## config.mk

```make
export PLATFORM = sky130hd
export DESIGN_NAME = dmem_ctrl
export DESIGN_NICKNAME = d
export VERILOG_FILES = /design/src/rtl/dmem_ctrl_pkg.sv /design/src/rtl/dmem_wbuf.sv /design/src/rtl/dmem_ctrl.sv
export SDC_FILE = /design/constraint.sdc
export NUM_CORES = 1
export LEC_CHECK = 0
export BUFFER_PORTS_ARGS = -buffer_cell sky130_fd_sc_hd__buf_2
export CAP_MARGIN = 20
export CORE_UTILIZATION = 40
export CTS_CLUSTER_DIAMETER = 150
export DETAILED_ROUTE_END_ITERATION = 7
export MAX_ROUTING_LAYER = met4
export PLACE_DENSITY = 0.68
export SYNTH_ARGS = -nofsm -noshare
export SYNTH_HDL_FRONTEND = slang
export SYNTH_SLANG_ARGS = --single-unit
```

## constraint.sdc

```tcl
create_clock -name clk_i -period 2.6 [get_ports clk_i]
set_input_delay 0.13 -clock clk_i [delete_from_list [all_inputs] [get_ports clk_i]]
set_output_delay 0.13 -clock clk_i [all_outputs]
set_load 0.1 [all_outputs]
```

## src/rtl/dmem_ctrl_pkg.sv

```systemverilog
// Shared encodings and defaults for the data-memory access controller.
package dmem_ctrl_pkg;

  localparam int unsigned ADDR_W_DFLT = 32;
  localparam int unsigned DATA_W_DFLT = 32;

  // Byte-offset bits that must be zero for a word access.
  localparam logic [1:0] ALIGN_MASK = 2'b11;

  typedef enum logic [1:0] {
    ST_IDLE = 2'd0,
    ST_REQ  = 2'd1,
    ST_DONE = 2'd2
  } state_e;

  function automatic logic is_misaligned(input logic [1:0] byte_off);
    return (byte_off & ALIGN_MASK) != 2'b00;
  endfunction

endpackage

```

## src/rtl/dmem_wbuf.sv

```systemverilog
// One-entry posted write buffer for dmem_ctrl; only compiled in when
// DMEM_CTRL_WBUF_EN is defined, so the default build carries no unused module.
`ifdef DMEM_CTRL_WBUF_EN
module dmem_wbuf #(
  parameter int unsigned ADDR_W = 32,
  parameter int unsigned DATA_W = 32
) (
  input  logic              clk_i,
  input  logic              rst_i,
  input  logic              push_i,
  input  logic [ADDR_W-1:0] push_addr_i,
  input  logic [DATA_W-1:0] push_data_i,
  input  logic              ack_i,
  output logic              valid_o,
  output logic [ADDR_W-1:0] addr_o,
  output logic [DATA_W-1:0] data_o
);

  logic              valid_q, valid_d;
  logic [ADDR_W-1:0] addr_q, addr_d;
  logic [DATA_W-1:0] data_q, data_d;

  always_comb begin
    valid_d = valid_q;
    addr_d  = addr_q;
    data_d  = data_q;
    if (push_i) begin
      valid_d = 1'b1;
      addr_d  = push_addr_i;
      data_d  = push_data_i;
    end else if (ack_i && valid_q) begin
      valid_d = 1'b0;
    end
  end

  always_ff @(posedge clk_i) begin
    if (!rst_i) begin
      valid_q <= 1'b0;
      addr_q  <= '0;
      data_q  <= '0;
    end else begin
      valid_q <= valid_d;
      addr_q  <= addr_d;
      data_q  <= data_d;
    end
  end

  // The drain request is simply "entry present".
  assign valid_o = valid_q;
  assign addr_o  = addr_q;
  assign data_o  = data_q;

endmodule
`endif

```

## src/rtl/dmem_ctrl.sv

```systemverilog
// Data-memory access controller: CPU load/store to req/ack memory with stall.
// Define DMEM_CTRL_WBUF_EN to add a one-entry posted write buffer.
module dmem_ctrl
  import dmem_ctrl_pkg::*;
#(
  parameter int unsigned ADDR_W = ADDR_W_DFLT,
  parameter int unsigned DATA_W = DATA_W_DFLT
) (
  input  logic              clk_i,
  input  logic              rst_i,
  input  logic              mem_read_i,
  input  logic              mem_write_i,
  input  logic [ADDR_W-1:0] addr_i,
  input  logic [DATA_W-1:0] wdata_i,
  output logic [DATA_W-1:0] rdata_o,
  output logic              stall_o,
  output logic              misalign_o,
  output logic [ADDR_W-1:0] err_addr_o,
  output logic              m_req_o,
  output logic              m_we_o,
  output logic [ADDR_W-1:0] m_addr_o,
  output logic [DATA_W-1:0] m_wdata_o,
  input  logic              m_ack_i,
  input  logic [DATA_W-1:0] m_rdata_i
);

  localparam logic [ADDR_W-1:0] WORD_MASK = ~ADDR_W'(ALIGN_MASK);

  state_e            state_q, state_d;
  logic [ADDR_W-1:0] addr_q, addr_d;
  logic [ADDR_W-1:0] err_addr_q, err_addr_d;
  logic              we_q, we_d;
  logic              misalign_q, misalign_d;
  logic [DATA_W-1:0] wdata_q, wdata_d;
  logic [DATA_W-1:0] rdata_q, rdata_d;
  logic [DATA_W-1:0] rdata_c;
  logic              stall_c, req_c;
  logic              access, misal;

  logic              wb_valid;
  logic [ADDR_W-1:0] wb_addr;
  logic [DATA_W-1:0] wb_data;

`ifdef DMEM_CTRL_WBUF_EN
  logic wb_push, wb_ack;

  assign wb_ack = wb_valid & m_ack_i;

  dmem_wbuf #(
    .ADDR_W(ADDR_W),
    .DATA_W(DATA_W)
  ) u_wbuf (
    .clk_i       (clk_i),
    .rst_i       (rst_i),
    .push_i      (wb_push),
    .push_addr_i (addr_i & WORD_MASK),
    .push_data_i (wdata_i),
    .ack_i       (wb_ack),
    .valid_o     (wb_valid),
    .addr_o      (wb_addr),
    .data_o      (wb_data)
  );
`else
  assign wb_valid = 1'b0;
  assign wb_addr  = '0;
  assign wb_data  = '0;
`endif

  assign access = mem_read_i | mem_write_i;
  assign misal  = access & is_misaligned(addr_i[1:0]);

  always_comb begin
    state_d    = state_q;
    addr_d     = addr_q;
    we_d       = we_q;
    wdata_d    = wdata_q;
    rdata_d    = rdata_q;
    misalign_d = misalign_q;
    err_addr_d = err_addr_q;
    stall_c    = 1'b0;
    req_c      = 1'b0;
    rdata_c    = '0;
`ifdef DMEM_CTRL_WBUF_EN
    wb_push    = 1'b0;
`endif
    unique case (state_q)
      ST_IDLE: begin
        if (misal) begin
          misalign_d = 1'b1;
          if (!misalign_q) err_addr_d = addr_i;
        end else if (access) begin
`ifdef DMEM_CTRL_WBUF_EN
          // Buffer owns the port while full: every access waits for the drain.
          if (wb_valid) begin
            stall_c = 1'b1;
          end else if (mem_write_i) begin
            wb_push = 1'b1;
          end else begin
            stall_c = 1'b1;
            addr_d  = addr_i & WORD_MASK;
            we_d    = 1'b0;
            wdata_d = wdata_i;
            rdata_d = '0;
            state_d = ST_REQ;
          end
`else
          stall_c = 1'b1;
          addr_d  = addr_i & WORD_MASK;
          we_d    = mem_write_i;
          wdata_d = wdata_i;
          rdata_d = '0;
          state_d = ST_REQ;
`endif
        end
      end
      ST_REQ: begin
        req_c   = 1'b1;
        stall_c = 1'b1;
        if (m_ack_i) begin
          rdata_d = we_q ? '0 : m_rdata_i;
          state_d = ST_DONE;
        end
      end
      ST_DONE: begin
        rdata_c = rdata_q;
        state_d = ST_IDLE;
      end
      default: state_d = ST_IDLE;
    endcase
  end

  always_ff @(posedge clk_i) begin
    if (!rst_i) begin
      state_q    <= ST_IDLE;
      addr_q     <= '0;
      we_q       <= 1'b0;
      wdata_q    <= '0;
      rdata_q    <= '0;
      misalign_q <= 1'b0;
      err_addr_q <= '0;
    end else begin
      state_q    <= state_d;
      addr_q     <= addr_d;
      we_q       <= we_d;
      wdata_q    <= wdata_d;
      rdata_q    <= rdata_d;
      misalign_q <= misalign_d;
      err_addr_q <= err_addr_d;
    end
  end

  assign stall_o    = rst_i & stall_c;
  assign m_req_o    = rst_i & (req_c | wb_valid);
  assign m_we_o     = wb_valid ? 1'b1 : we_q;
  assign m_addr_o   = wb_valid ? wb_addr : addr_q;
  assign m_wdata_o  = wb_valid ? wb_data : wdata_q;
  assign rdata_o    = rst_i ? rdata_c : '0;
  assign misalign_o = misalign_q;
  assign err_addr_o = err_addr_q;

endmodule
```

* Word level (Yosys, flattened, before mapping)
Index checks and enable logic that the tools add are counted.
Storage, ports and cells: bits in registers 130, latch bits 0, RAM bits 0, bits in read-only memories 0, bits of input ports 101, output and inout bits 132, memories kept 0
Operators by class: add/sub/neg operators 0, multipliers 0, div/mod/pow operators 0, $lt $le $gt $ge 0, equal/unequal tests 5, shift-type cells 0, multiplexer cells 15, bitwise logic cells 6, reduce and logical (&&, ||, !) cells 8
Operators by type and width (number):
- 2-to-1 mux 32 bit | 6
- case mux 32 bit (2 select lines) | 1
- AND reduction 3 bit | 3
- 2-to-1 mux 2 bit | 3
- inequality test 2 bit (second input constant) | 3
- case mux 2 bit (2 select lines) | 1
- AND reduction 4 bit | 1
- nonzero test 2 bit | 2
- bitwise AND 1 bit | 3
- 2-to-1 mux 1 bit | 3
- == test 2 x 1 -> 1 bit (second input constant) | 1
- == test 2 bit (second input constant) | 1
- zero test 2 bit | 1
- NOT 1 bit | 2
- case mux 1 bit (2 select lines) | 1
- AND reduction 2 bit | 1
- bitwise OR 1 bit | 1

* Longest topological paths before layout
Gate-level depths: netlist (run 1).
depth in word-level cells 5, depth in mapped cells 5, mapped depth without buffers 3

* Worst setup path before layout (run 1)
OpenSTA, ideal clock, no wires.
path type reg2out, from reg state_q[1], to out rdata_o[10], arrival time 1767 ps, data required time 2470 ps, setup slack 703 ps, stages on the path, launching flop included 5, buffers on the path 1, cell sequence dfxtp_1 > inv_1 > nor3_1 > clkbuf_1 > and2_1
On the way: cells in the longest elaborated chain, start to end 3
RTL lines:
- start, declared | RTL line dmem_ctrl.sv:29 | state_e state_q, state_d;
- start signal, assigned | RTL line dmem_ctrl.sv:142 | state_q <= state_d;
- == test 2 bit | RTL line dmem_ctrl.sv:86 | unique case (state_q)
- 2-to-1 mux 32 bit | RTL line dmem_ctrl.sv:86
- 2-to-1 mux 32 bit | RTL line dmem_ctrl.sv:157 | assign rdata_o = rst_i ? rdata_c : '0;
- end, declared | RTL line dmem_ctrl.sv:15 | output logic [DATA_W-1:0] rdata_o,
Every way passes these cells.

* Final worst setup path (run 1)
from in addr_i[1], to out stall_o
On the way: cells in the longest elaborated chain, start to end 5
RTL lines:
- start, declared | RTL line dmem_ctrl.sv:13 | input logic [ADDR_W-1:0] addr_i,
- nonzero test 2 bit | RTL line dmem_ctrl_pkg.sv:17 | return (byte_off & ALIGN_MASK) != 2'b00;
- bitwise AND 1 bit | RTL line dmem_ctrl.sv:70 | assign misal = access & is_misaligned(addr_i[1:0]);
- 2-to-1 mux 1 bit | RTL line dmem_ctrl.sv:88 | if (misal) begin
- case mux 1 bit (2 select lines) | RTL line dmem_ctrl.sv:86
- bitwise AND 1 bit | RTL line dmem_ctrl.sv:152 | assign stall_o = rst_i & stall_c;
- end, declared | RTL line dmem_ctrl.sv:16 | output logic stall_o,
Every way passes these cells.

==> reports/metrics.yaml, run 1 <==
drc: 0
critPathLaunchType: "input port"
ant_nets: 0
drt_iter0_markers: 374
ys_ff_latch: 130
dieArea_um2: 14530
grt_pass1_wl_um: 29160
rsz0062_at_grt: "no"
fp.dieW_um: 120.5
grt_use_total: 0.2615
finalSetupViolations: 0
layout.nets: 1029
synthArstFlopShare: 0
rows: 42
clock_latency_ns: 0.41
yosysTopAreaCell: "dfxtp_1"
area_growth_pct: 58.36
regArea_um2: 2603
cp.arrival_ns: 2.32
syn_area_um2: 5619
clock_sinks: 130
ctsHtreeMaxLevel: 4
synth_ff_type: "dfxtp_1"
relSlewSlack: 0.4314
drive_above_1_share: 0.3056
hp-class: "input port to flop"
crit_required_ns: 2.47
dp.cells: 989
core_um2: 13450
portBuffers: 230
grt_start_max_net_pins: 65
dp_hpwl_um: 10940
slew_viol_final: 0
diodes: 0
synth_cell_type_count: 30
max_freq_mhz: 407.8
cts_tree: "done"
multiInputGateArea_um2: 2703
maxCapViolCount: 0
finalCritPeriodShare: 0.9432
ctsResizeCount: 0
synth_area_leaders: "dfxtp_1, mux2i_1, nand2_1, o31ai_1, nand4_1"
p_leak_uw: 0.003824
wl_per_cell_um: 16.52
tightest_slew_ns: 0.8530
clockBufferDepth: 2
antenna_found_initial: 0
power_density_nw_per_um2: 669.9
period_needed_ns: 2.452
clk_pin_slew_worst_paths_ns: 0.06
ys_warn_count: 0
status: "completed"
io_pins: 233
tns_ns: 0
cts_made_buffers: 17
synth-edff-count: 0
root_buffer: "clkbuf_16"
fillers: 1069
timing_hold_violations_final: 0
instances_no_fill: 1115
dr.pass1.iters: 5
globalplace.congestion: 0.7730
initial_utilization: 0.4177
fp.dieH_um: 120.5
syn_avg_cell_area_um2: 8.807
drt-total-wl_um: 18420
critPathKind: "input port to output pin"
via_count: 5937
ir_drop_mv: 0.4252
first_global_vias: 5855
grt_overflow: 0
synth.yosys.seq_area_share: 0.4631
detail_route.vias_per_cell: 5.325
fin_skew_ns: 0.007043
synth_top_area_frac: 0.4631
critPathCaptureType: "output pin"
synthCells: 638
crit_path_max_fanout: 33
-- routing by layer --
metal	routed length [um]	share of wire	track usage	vias to the layer above
met5	0	0	-	-
met4	337	0.018	0.1034	0
met3	1160	0.063	0.05708	27
met2	8912	0.48	0.4224	250
met1	8007	0.43	0.3177	2815
li1	-	-	-	2845
-- timing repair --
| item | CTS | global route |
|---|---|---|
| hold endpoints to repair | 126 | 0 |
| endpoints found under the setup margin | 0 | 0 |
| setup buffers | 0 | 0 |
| hold buffers | 96 | 0 |
-- cell usage after synthesis (2+ instances only) --
library cell and n:
nor2_1 3, buf_6 6, nand2_1 128, nor3_1 2, and2_1 33, nand4_1 62
a21oi_1 63, clkbuf_1 45, buf_2 19, inv_1 2, mux2i_1 64, o31ai_1 63
buf_4 2, dfxtp_1 130
-- state kept, by name, indices dropped and copies added (netlist names) --
signal,cells
err_addr_o,32
misalign_o,1
m_we_o,1
rdata_q,32
m_wdata_o,32
state_q,2
m_addr_o,30
-- final timing paths --
check                                    start              to  slack [ns]  cells after the start
worst max-delay path                 addr_i[1]         stall_o        0.15                      6
worst min-delay path              m_rdata_i[1]      rdata_q[1]        0.02                      3
worst min register to register  err_addr_o[20]  err_addr_o[20]        0.45                      2
worst max register to register      state_q[0]   m_wdata_o[14]        0.73                      4
-- per-stage QoR --
step                      cell area (um^2)  utilization  setup WS (ns)  power, uW  hold WS [ns]
final                                 8899       0.6615         0.1476       5961       0.01592
after global routing                  8899       0.6615        0.05960       6169      0.008743
after CTS                             8899       0.6615         0.1439       5992      0.003893
after detailed placement              7320       0.5441         0.6884       3413        0.3836
after global placement                7320       0.5441         0.7089       3408        0.3810
after floorplan                       5623            -         0.7028       3155        0.2517
-- logic make-up (layout without fill, tap and decap cells) --
| logic type | after synthesis | in the layout | synth area share |
|---|---|---|---|
| AND/OR/NAND/NOR | 238 | 238 | 0.2102 |
| AO/OA/AOI/OAI | 130 | 130 | 0.1483 |
| flip-flops | 130 | 130 | 0.4631 |
| multiplexers | 64 | 64 | 0.1140 |
| buffers and inverters | 75 | 375 | 0.06368 |
| other | 1 | 2 | 0.0006674 |
-- cells in the final DEF (no fill, tap or decap), types with 2 or more instances in the layout --
cell	Yosys	layout
bufinv_16	0	2
dfxtp_1	130	130
conb_1	1	2
nor2_4	0	3
buf_2	19	197
buf_4	2	16
dlygate4sd3_1	0	96
mux2i_1	64	64
or2_2	1	2
a21oi_1	63	63
nand4_1	62	62
clkbuf_16	0	17
clkbuf_8	0	9
buf_12	0	34
nand2_1	128	128
o31ai_1	63	63
and2_1	33	33
-- report_power, final --
group | switching, uW | internal, uW | leakage, uW
registers | 48.5 | 2090 | 0.00106
clock network | 833 | 1630 | 0.000308
logic | 1020 | 344 | 0.00246
total | 1900 | 4060 | 0.00382
-- worst max-delay path, cell delays in order --
cell and delay (ns):
dlygate4sd3_1 0.55, buf_2 0.15, or2_2 0.54, nor3_1 0.34, o211a_1 0.17, buf_2 0.43
-- layout make-up --
class	instances	area share
clock buffer	27	0.06215
clock inverter	3	0.007312
inverter	2	0.0008436
multi-input combinational	434	0.3037
sequential	130	0.2925
tap	176	0.02475
timing repair buffer	343	0.3088
Power figures use the tool's default switching activity.
==> inputs of run 2 (changes only) <==
Clock period 2.6 ns to 2.4 ns, I/O delays scaled along.
==> run 2 against run 1 <==
  * Clock skew is essentially flat
  * Worst hold slack better by 0.077 ns
  * Sequential power grew 8%
  * First-iteration DRC count down 16%
  * Setup slack better by 0.011 ns
  * Core utilization down 0.46 points
  * Largest cell class unchanged
==> reports/metrics.yaml, run 2 (synthesis gave the netlist of run 1 again) <==
r2r_slack_ns: 0.51
ant_nets: 0
ctsHtreeMaxLevel: 4
grt_start_max_net_pins: 65
final_cell_mix: "buf_2, dfxtp_1, nand2_1"
clock_latency_ns: 0.42
dieArea_um2: 14530
grt_use_total: 0.2548
slew_viol_final: 0
max_stage_delay_ns: 0.46
clk_pin_slew_worst_paths_ns: 0.05
holdWs_ns: 0.09300
cts_tree: "done"
fp.dieH_um: 120.5
post-place-ws_ns: 0.5138
wl_per_cell_um: 16.17
status: "completed"
worst_slack_ns: 0.1590
crit_path_max_fanout: 37
tightest_slew_ns: 0.7280
layout_commonest_cell: "buf_2"
tns_ns: 0
detail_route.vias_per_cell: 5.269
fin_skew_ns: 0.007281
power_density_nw_per_um2: 695.0
p_leak_uw: 0.003789
diodes: 0
drc: 0
critPathKind: "flop to output pin"
portBuffers: 230
drt_iter0_markers: 314
grt_overflow: 0
cp.arrival_ns: 2.12
first_global_vias: 5563
initial_utilization: 0.4177
rows: 42
dr.pass1.iters: 6
cpMaxStageDelayCell: "or2_4"
placed_cell_area_um2: 7320
io_pins: 233
drive_above_1_share: 0.3001
fp.dieW_um: 120.5
max_freq_mhz: 446.2
via_count: 5896
area_growth_pct: 57.27
clock_sinks: 130
critPathLaunchType: "flop"
critPathCaptureType: "output pin"
cts_made_buffers: 17
antenna_found_initial: 0
rsz0062_at_grt: "no"
layout.nets: 1031
globalplace.congestion: 0.7511
postLayoutCellArea_um2: 8837
timing_hold_violations_final: 0
relSlewSlack: 0.5146
clockBufferDepth: 2
finalSetupViolations: 0
grt_pass1_wl_um: 28550
crit_required_ns: 2.28
period_needed_ns: 2.241
finalCritPeriodShare: 0.9338
root_buffer: "clkbuf_16"
maxCapViolCount: 0
core_um2: 13450
ir_drop_mv: 0.4407
dp_hpwl_um: 10780
power.total_uw: 6142
hp-class: "input port to flop"
drt-total-wl_um: 18100
crit_path_cell_trace: "or2_4 -> nor3_1 -> o211a_1 -> clkbuf_4"
run 2: changes by cell type in the layout (fill, tap and decap cells not counted), sizes merged:
cell | previous run | this run
clkinv | 1 | 5
dlygate4sd3 | 96 | 98
buf | 247 | 246
bufinv | 2 | 1
run 2: worst paths after layout:
| kind | from | to | depth (start not counted) |
|---|---|---|---|
| hold reg to reg | rdata_q[3] | rdata_q[3] | 2 |
| setup reg to reg | state_q[1] | m_wdata_o[16] | 4 |
| hold / removal | rst_i | state_q[0] | 2 |
| setup / recovery | state_q[1] | stall_o | 4 |
run 2: timing repair:
action                     in CTS  in global routing
gates resized for setup         0                  1
setup endpoints to repair       0                  1
hold buffers                   98                  0
setup buffers                   0                  0
hold endpoints to repair      128                  0
run 2: critical path: cells and delay by family, from the launching register on:
family	cells	cell delay, ns
simple gates	2	0.77
flops	1	0.40
buf+inv	1	0.33
compound gates	1	0.20
run 2: layer usage:
metal | wire [um] | vias to the layer above | GRT usage
met2 | 8427 | 288 | 0.3890
met3 | 1297 | 38 | 0.06085
met1 | 7962 | 2729 | 0.3261
met4 | 412 | 0 | 0.09799
met5 | 0 | - | -
li1 | - | 2841 | -
run 2: final cells by class:
class / count / area (um^2)
Clock buffer: 26 / 479.2
Tap cell: 176 / 220.2
Inverter: 2 / 7.507
Clock inverter: 6 / 55.05
Timing Repair Buffer: 345 / 2770
Multi-Input combinational cell: 434 / 2703
Sequential cell: 130 / 2603
Fill cell: 1099 / 4616
run 2: per-stage QoR:
stage | instances | util
finish | 1119 | 0.6569
global placement | 989 | 0.5441
CTS | 1119 | 0.6567
floorplan | 639 | -
global route | 1119 | 0.6569
detailed placement | 989 | 0.5441
run 2: report_power, final:
part	internal [uW]	switching (uW)	leakage [uW]
clock	1470	884	0.000266
combinational	376	1100	0.00246
sequential	2260	52.8	0.00106
==> inputs of run 3 (changes only) <==
Settings changed: CORE_UTILIZATION 40 to 48, PLACE_DENSITY 0.68 to 0.8.
==> run 3 against run 2 <==
  * Die area fell by 16%
  * Global-route usage rose by 7.6 points
  * Total power rose by 2.8%
  * Clock skew rose by 0.0016 ns
  * Maximum frequency fell by 2.1%
  * Clock-buffer cell count rose by 1
  * Core utilization rose by 12 points
  * Largest cell class unchanged
  * Highest routed layer unchanged
==> reports/metrics.yaml, run 3 (synthesis gave the netlist of run 1 again) <==
p_leak_uw: 0.003811
cts_made_buffers: 17
initial_utilization: 0.4921
crit_path_cell_trace: "dlygate4sd3_1 -> buf_2 -> or2_2 -> nor3_1 -> o211a_1 -> clkbuf_4"
cp.arrival_ns: 2.17
p_switching_uw: 2067
p_int_uw: 4245
rsz0062_at_grt: "no"
fp.dieW_um: 110.2
ant_nets: 0
comb_power_share: 0.236
critPathBufInv: 3
status: "completed"
max_stage_delay_ns: 0.53
antenna_found_initial: 0
via_count: 6143
tightest_slew_ns: 0.7851
post-place-ws_ns: 0.5834
globalplace.congestion: 0.7770
grt_start_max_net_pins: 80
pwr-share-clk: 0.397
crit_required_ns: 2.28
drc: 0
finish.utilization: 0.7742
clockBufferDepth: 2
drt_iter0_markers: 556
fin_skew_ns: 0.008868
grt_pass1_wl_um: 29900
grt_overflow: 0
dr.pass1.iters: 7
timing_hold_violations_final: 0
io_pins: 233
layout_commonest_cell: "buf_2"
grt_use_total: 0.3306
worst_slack_ns: 0.1116
crit_path_max_fanout: 23
core_um2: 11420
finalSetupViolations: 0
finalCritPeriodShare: 0.9535
tns_ns: 0
slew_viol_final: 0
cts_tree: "done"
power_frac_seq: 0.367
dp.cells: 954
wl_per_cell_um: 18.12
rows: 39
cpMaxStageDelayCell: "dlygate4sd3_1"
critPathKind: "input port to output pin"
maxCapViolCount: 0
max_freq_mhz: 437.0
detail_route.vias_per_cell: 5.677
cp_top_family: "buffers and inverters"
critPathLaunchType: "input port"
final_cell_mix: "buf_2, dfxtp_1, nand2_1"
area_growth_pct: 57.31
instances_no_fill: 1082
fp.dieH_um: 110.2
clock_sinks: 130
power.total_uw: 6312
clock_latency_ns: 0.42
dieArea_um2: 12140
first_global_vias: 6083
dp_hpwl_um: 10640
switching_share: 0.3275
diodes: 0
critPathCaptureType: "output pin"
ir_drop_mv: 0.5498
ctsHtreeMaxLevel: 4
clk_pin_slew_worst_paths_ns: 0.06
layout.nets: 1028
period_needed_ns: 2.288
relSlewSlack: 0.4766
hp-class: "input port to flop"
drt-total-wl_um: 19610
power_density_nw_per_um2: 714.0
root_buffer: "clkbuf_16"
drive_above_1_share: 0.3024
portBuffers: 230
run 3: changes by cell type in the layout (fill, tap and decap cells not counted):
| cell | before | now |
|---|---|---|
| clkbuf_8 | 2 | 7 |
| buf_4 | 16 | 12 |
| clkbuf_1 | 7 | 3 |
| buf_12 | 34 | 36 |
| clkinv_2 | 5 | 3 |
| dlygate4sd3_1 | 98 | 97 |
run 3: per-layer routing:
metal,GRT usage,wire [um],part of all wire,up-vias
met4,0.1645,656,0.033,0
met3,0.08818,1654,0.084,63
met2,0.5500,9756,0.50,357
met1,0.3663,7544,0.38,2876
li1,-,-,-,2847
met5,-,0,0,-
run 3: worst register-to-register path: cells and delay by family, from the launching register on:
| family | cells | cell delay [ns] |
|---|---|---|
| AND/OR/NAND/NOR | 2 | 0.67 |
| multiplexers | 1 | 0.27 |
| buffers and inverters | 1 | 0.40 |
| flip-flops | 1 | 0.39 |
run 3: metrics by stage:
step / instance area [um^2] / hold WS (ns)
global route: 8840 / 0.01595
CTS: 8837 / 0.007923
finish: 8840 / 0.007288
detailed placement: 7288 / 0.3784
floorplan: 5623 / 0.2417
global placement: 7268 / 0.3735
run 3: final cells by class:
class	count	area [um^2]
inverter	2	7.507
clock buffer	27	533.0
clock inverter	4	45.04
sequential	130	2603
multi-input combinational	434	2703
timing repair buffer	342	2770
fill	711	2579
tap	143	178.9
run 3: final timing paths:
check                  from        endpoint  slack [ns]  depth (start not counted)
max               addr_i[0]         stall_o        0.11                          6
min           m_rdata_i[28]     rdata_q[28]       0.007                          3
max reg2reg      state_q[1]  err_addr_o[15]        0.59                          4
min reg2reg  err_addr_o[18]  err_addr_o[18]        0.45                          2
run 3: what timing repair did:
item / in CTS / in global routing
buffers inserted: 0 / 0
gates resized for setup: 0 / 1
hold buffers: 97 / 0
endpoints found under the hold margin: 127 / 0
endpoints found under the setup margin: 0 / 1
run 3: power groups by stage:
stage | Sequential, uW | Combinational [uW] | Clock, uW
2_1_floorplan | 3020 | 394 | 0
3_3_place_gp | 2350 | 1330 | 0
3_5_place_dp | 2360 | 1340 | 0
4_1_cts | 2310 | 1460 | 2530
5_1_grt | 2330 | 1550 | 2630
6_report | 2320 | 1490 | 2510
